$ cat src/rtl/serial_pattern_tx.sv
// serial_pattern_tx: MSB-first serial pattern transmitter with start/ready handshake, hold and done pulse.
// Ports: CLK/RESET (async active-high), start/pattern/len request (len 0 or >WIDTH sends WIDTH bits),
// hold pauses shifting, ready (IDLE), x/x_valid serial data, done one-cycle pulse, S state code.
// Optional: define SERIAL_PATTERN_TX_REPEAT_EN to add input rpt ("repeat" is a reserved word), which
// reloads the captured pattern after the last bit instead of entering DONE.
module serial_pattern_tx #(
    parameter int WIDTH = 8,
    parameter int CNT_W = 4
) (
    input  logic             CLK,
    input  logic             RESET,
    input  logic             start,
    input  logic [WIDTH-1:0] pattern,
    input  logic [CNT_W-1:0] len,
    input  logic             hold,
`ifdef SERIAL_PATTERN_TX_REPEAT_EN
    input  logic             rpt,
`endif
    output logic             ready,
    output logic             x,
    output logic             x_valid,
    output logic             done,
    output logic [1:0]       S
);
    localparam logic [1:0] IDLE = 2'b00, SHIFT = 2'b01, DONE = 2'b10;
    logic [WIDTH-1:0] sr, al;
    logic [CNT_W-1:0] cnt, l;
`ifdef SERIAL_PATTERN_TX_REPEAT_EN
    logic [WIDTH-1:0] cap;
    logic [CNT_W-1:0] lcap;
`endif
    // Left-align the L-bit pattern so bit L-1 sits at the MSB and shifting left walks down to bit 0.
    always_comb begin
        l  = (len == '0 || len > CNT_W'(WIDTH)) ? CNT_W'(WIDTH) : len;
        al = pattern << (CNT_W'(WIDTH) - l);
    end
    assign ready   = (S == IDLE);
    assign x_valid = (S == SHIFT);
    assign done    = (S == DONE);
    always_ff @(posedge CLK or posedge RESET) begin
        if (RESET) begin
            S   <= IDLE;
            x   <= 1'b0;
            sr  <= '0;
            cnt <= '0;
`ifdef SERIAL_PATTERN_TX_REPEAT_EN
            cap  <= '0;
            lcap <= '0;
`endif
        end else begin
            case (S)
                IDLE: if (start) begin
                    S   <= SHIFT;
                    x   <= al[WIDTH-1];
                    sr  <= al << 1;
                    cnt <= l;
`ifdef SERIAL_PATTERN_TX_REPEAT_EN
                    cap  <= al;
                    lcap <= l;
`endif
                end
                SHIFT: if (!hold) begin
                    // cnt counts bits still to be shown including the current one
                    if (cnt > CNT_W'(1)) begin
                        x   <= sr[WIDTH-1];
                        sr  <= sr << 1;
                        cnt <= cnt - CNT_W'(1);
                    end
`ifdef SERIAL_PATTERN_TX_REPEAT_EN
                    else if (rpt) begin
                        x   <= cap[WIDTH-1];
                        sr  <= cap << 1;
                        cnt <= lcap;
                    end
`endif
                    else begin
                        S   <= DONE;
                        x   <= 1'b0;
                        cnt <= '0;
                    end
                end
                default: begin
                    S <= IDLE;
                    x <= 1'b0;
                end
            endcase
        end
    end
endmodule
$ cat config.mk
export PLATFORM = sky130hd
export DESIGN_NAME = serial_pattern_tx
export DESIGN_NICKNAME = d
export VERILOG_FILES = /design/src/rtl/serial_pattern_tx.sv
export SDC_FILE = /design/constraint.sdc
export NUM_CORES = 1
export LEC_CHECK = 0
export ABC_AREA = 1
export CAP_MARGIN = 20
export CORE_ASPECT_RATIO = 0.7
export CORE_MARGIN = 3
export CORE_UTILIZATION = 50
export CTS_CLUSTER_DIAMETER = 150
export DETAILED_ROUTE_END_ITERATION = 10
export PLACE_DENSITY = 0.88
export SKIP_CTS_REPAIR_TIMING = 1
export SYNTH_ARGS = -nofsm -noshare
export SYNTH_HDL_FRONTEND = slang
export SYNTH_SLANG_ARGS = --single-unit
$ cat constraint.sdc
create_clock -name CLK -period 3.71 [get_ports CLK]
set_input_delay 0.742 -clock CLK [delete_from_list [all_inputs] [get_ports CLK]]
set_output_delay 0.742 -clock CLK [all_outputs]
set_load 0.01 [all_outputs]
==> impl_metrics.csv <==
group,metric,value,unit
grt,grt.total_usage,21.76,%
timing,hold_viol,0,
grt,antenna_found_initial,0,
power,seq_power_share,28.8,%
critical_path,critPathTopFamily,"simple AND/OR/NAND/NOR gates",
placement,dpl-instance-area,0.001358,sq mm
clocking,path_clk_slew,0.08,ns
clocking,clock_sinks,14,
finish,n_antenna_cell,0,
finish,syn2layout_area_growth,23.37,%
timing,holdWs,0.5004,ns
finish,nets,210,
finish,nFillCells,178,
placement,place_ws,0.6665,ns
floorplan,die_w,62.82,um
placement,gp_congestion,0.8804,
finish,layoutNonFillerInstCount,220,
timing,finalWorstSetupSlack,0.9128,ns
routing,num_vias,1150,
placement,dp.cells,216,
power,leakagePower,0.7176,nW
logic_synthesis,syn_avg_cell_area,6.765,sq um
power,power_frac_comb,59.5,%
critical_path,startpoint_type,"input pin",
routing,detail-route-antenna-nets,0,
critical_path,cp.required,3.89,ns
clocking,cts.path.max_buffers,2,
finish,drive_above_1_share,12.11,%
clocking,cts-buffers-inserted,3,
timing,slew_violations,0,
finish,most-common-layout-cells,"45 x nand2_1, 26 x inv_1, 21 x clkdlybuf4s50_1",
finish,final-seq-area,350.3,sq um
logic_synthesis,syn-cell-area,0.001130,sq mm
logic_synthesis,syn_inst,167,
timing,relSlewSlack,64.55,%
critical_path,cp_max_fo,9,
clocking,cts_root_buf,"clkbuf_4",
power,ir_drop,0.0003639,V
logic_synthesis,syn_nets,186,
logic_synthesis,synth_top_area_share,31.01,%
grt,grt_start_max_net_pins,15,
grt,grt_first_pass_wirelength,4781,um
critical_path,arrival,2.97,ns
critical_path,crit_top_cell,"nand2_1",
finish,fin_util,69.67,%
min_path,hold_class,"register to register",
logic_synthesis,yosysUniqueCellTypes,28,
placement,io_buffers,21,
floorplan,initial_core_util,56.47,%
timing,tns,0,ns
timing,rsz0062_at_grt,"no",
critical_path,crit_path_cell_trace,"clkdlybuf4s50_1, nor2_2, nand2_1, nand2_2, nand3_1, ha_1, inv_1, nand2_1, nand3_1, nand2_1, nand2_1, nand2_1, nand2_1",
power,clockPowerShare,11.7,%
timing,worst_pin_slew,0.5312,ns
critical_path,worstSetupPathType,"input pin to register",
finish,multiInputGateArea,646.9,sq um
power,finalPower,0.9578,mW
grt,grt_pass1_vias,1090,
routing,avgViaCountPerCell,5.227,
floorplan,die-area,0.002875,sq mm
run_status,status,"completed",
critical_path,critPathMaxStageDelay,0.53,ns
power,sw_frac_of_total,46.93,%
floorplan,coreArea,0.002001,sq mm
critical_path,worst-path-buf-inv,2,
power,powerDensity,687.1,mW/mm^2
logic_synthesis,synth_warnings,0,
timing,finalCritPeriodShare,75.40,%
floorplan,dieHeight,45.77,um
critical_path,slowest_stage,"clkdlybuf4s50_1",
routing,drc_errors,0,
routing,drt_iter0_drc,90,
timing,setup_viol,0,
finish,fin_area,0.001394,sq mm
grt,grt-ovfl-total,0,
clocking,cts_tree,"built",
logic_synthesis,ys_seq_elements,14,
timing,fin_crit,2.797,ns
finish,final_common_cell,"nand2_1",
clocking,clk_latency,0.29,ns
timing,max_freq,0.3575,GHz
routing,wire_per_inst,12.75,um
logic_synthesis,seq_area_frac_synth,31.01,%
routing,route.final.wire_length,2806,um
routing,drtPass1Iterations,4,
floorplan,io_pins,22,
floorplan,row_count,13,
run,max_cap_violations,0,
clocking,cts_max_level,1,
power,switchingPower,0.4495,mW
logic_synthesis,post-synth-top-area-cell,"dfrtp_1",
timing,fin_skew,0.01106,ns
power,p_int,0.5083,mW
placement,dp_hpwl,2269,um
critical_path,end_kind,"register",
logic_synthesis,ys_top_cells_by_area,"dfrtp_1 31%, nand2_1 15%, inv_1 8.6%",
==> state kept, by name (all words and copies together) (netlist names) <==
name  count
x         1
S         2
sr        7
cnt       4
==> worst register-to-register path: cells and delay by family, from the launching register on <==
family          cells  cell delay (ns)
compound gates      2             0.25
buf+inv             4             0.40
flops               1             0.41
simple gates        4             0.58
==> per-layer routing <==
| layer | share of wire (%) | GRT usage [%] | up-vias |
|---|---|---|---|
| li1 | - | - | 581 |
| met1 | 44 | 27.83 | 535 |
| met2 | 50 | 38.35 | 27 |
| met3 | 5.0 | 4.938 | 7 |
| met4 | 1.2 | 5.263 | 0 |
| met5 | 0 | 0 | - |
==> area by class of cell <==
cell class	count	share of cell area [%]
clock buffers	4	2.603
inverters	28	7.540
multi-input cells	122	46.41
flip-flops and latches	14	25.13
well taps	30	2.693
repair buffers	22	15.62
==> worst paths after layout <==
check	from	to	slack [ns]	cells after the start
min in group asynchronous	RESET	sr[5]$_DFFE_PP0P_	0.78	2
max in group asynchronous	RESET	S[0]$_DFFE_PP0P_	2.57	2
worst max-delay path	len[0]	sr[7]$_DFFE_PP0P_	0.91	13
worst max register to register	S[1]$_DFFE_PP0P_	sr[3]$_DFFE_PP0P_	1.97	10
worst min-delay path	sr[7]$_DFFE_PP0P_	sr[7]$_DFFE_PP0P_	0.50	2
worst min register to register	sr[7]$_DFFE_PP0P_	sr[7]$_DFFE_PP0P_	0.50	2
==> power by group through the flow <==
stage	clock, mW	sequential, mW	combinational (mW)
2_1_floorplan	0	0.272	0.416
3_3_place_gp	0	0.272	0.546
3_5_place_dp	0	0.278	0.564
4_1_cts	0.114	0.275	0.570
5_1_grt	0.122	0.284	0.639
6_report	0.112	0.275	0.570
==> synthesized netlist by cell type <==
cell type	number
o22ai_1	1
a22oi_2	1
o211ai_2	1
nand2_1	45
o21ai_0	5
nand2_2	5
a21oi_1	8
inv_2	1
nor2_2	2
nand4_1	4
a22oi_1	1
nor2_1	15
o211ai_1	1
nand3_2	3
buf_6	2
nor3_1	2
o21a_1	1
nand3_1	15
a31oi_1	1
dfrtp_1	14
xnor2_1	2
buf_2	1
ha_1	3
o21ai_2	3
nand2_4	2
inv_1	26
clkinv_1	1
xor2_1	1
==> kinds of logic after synthesis <==
kind of cell,count (synthesis),share of synthesized area (%)
simple gates,93,38.20
buf+inv,31,11.74
compound gates,23,13.40
flops,14,31.01
xor+xnor,3,2.326
fa+ha+maj,3,3.323
Power figures use the tool's default switching activity.
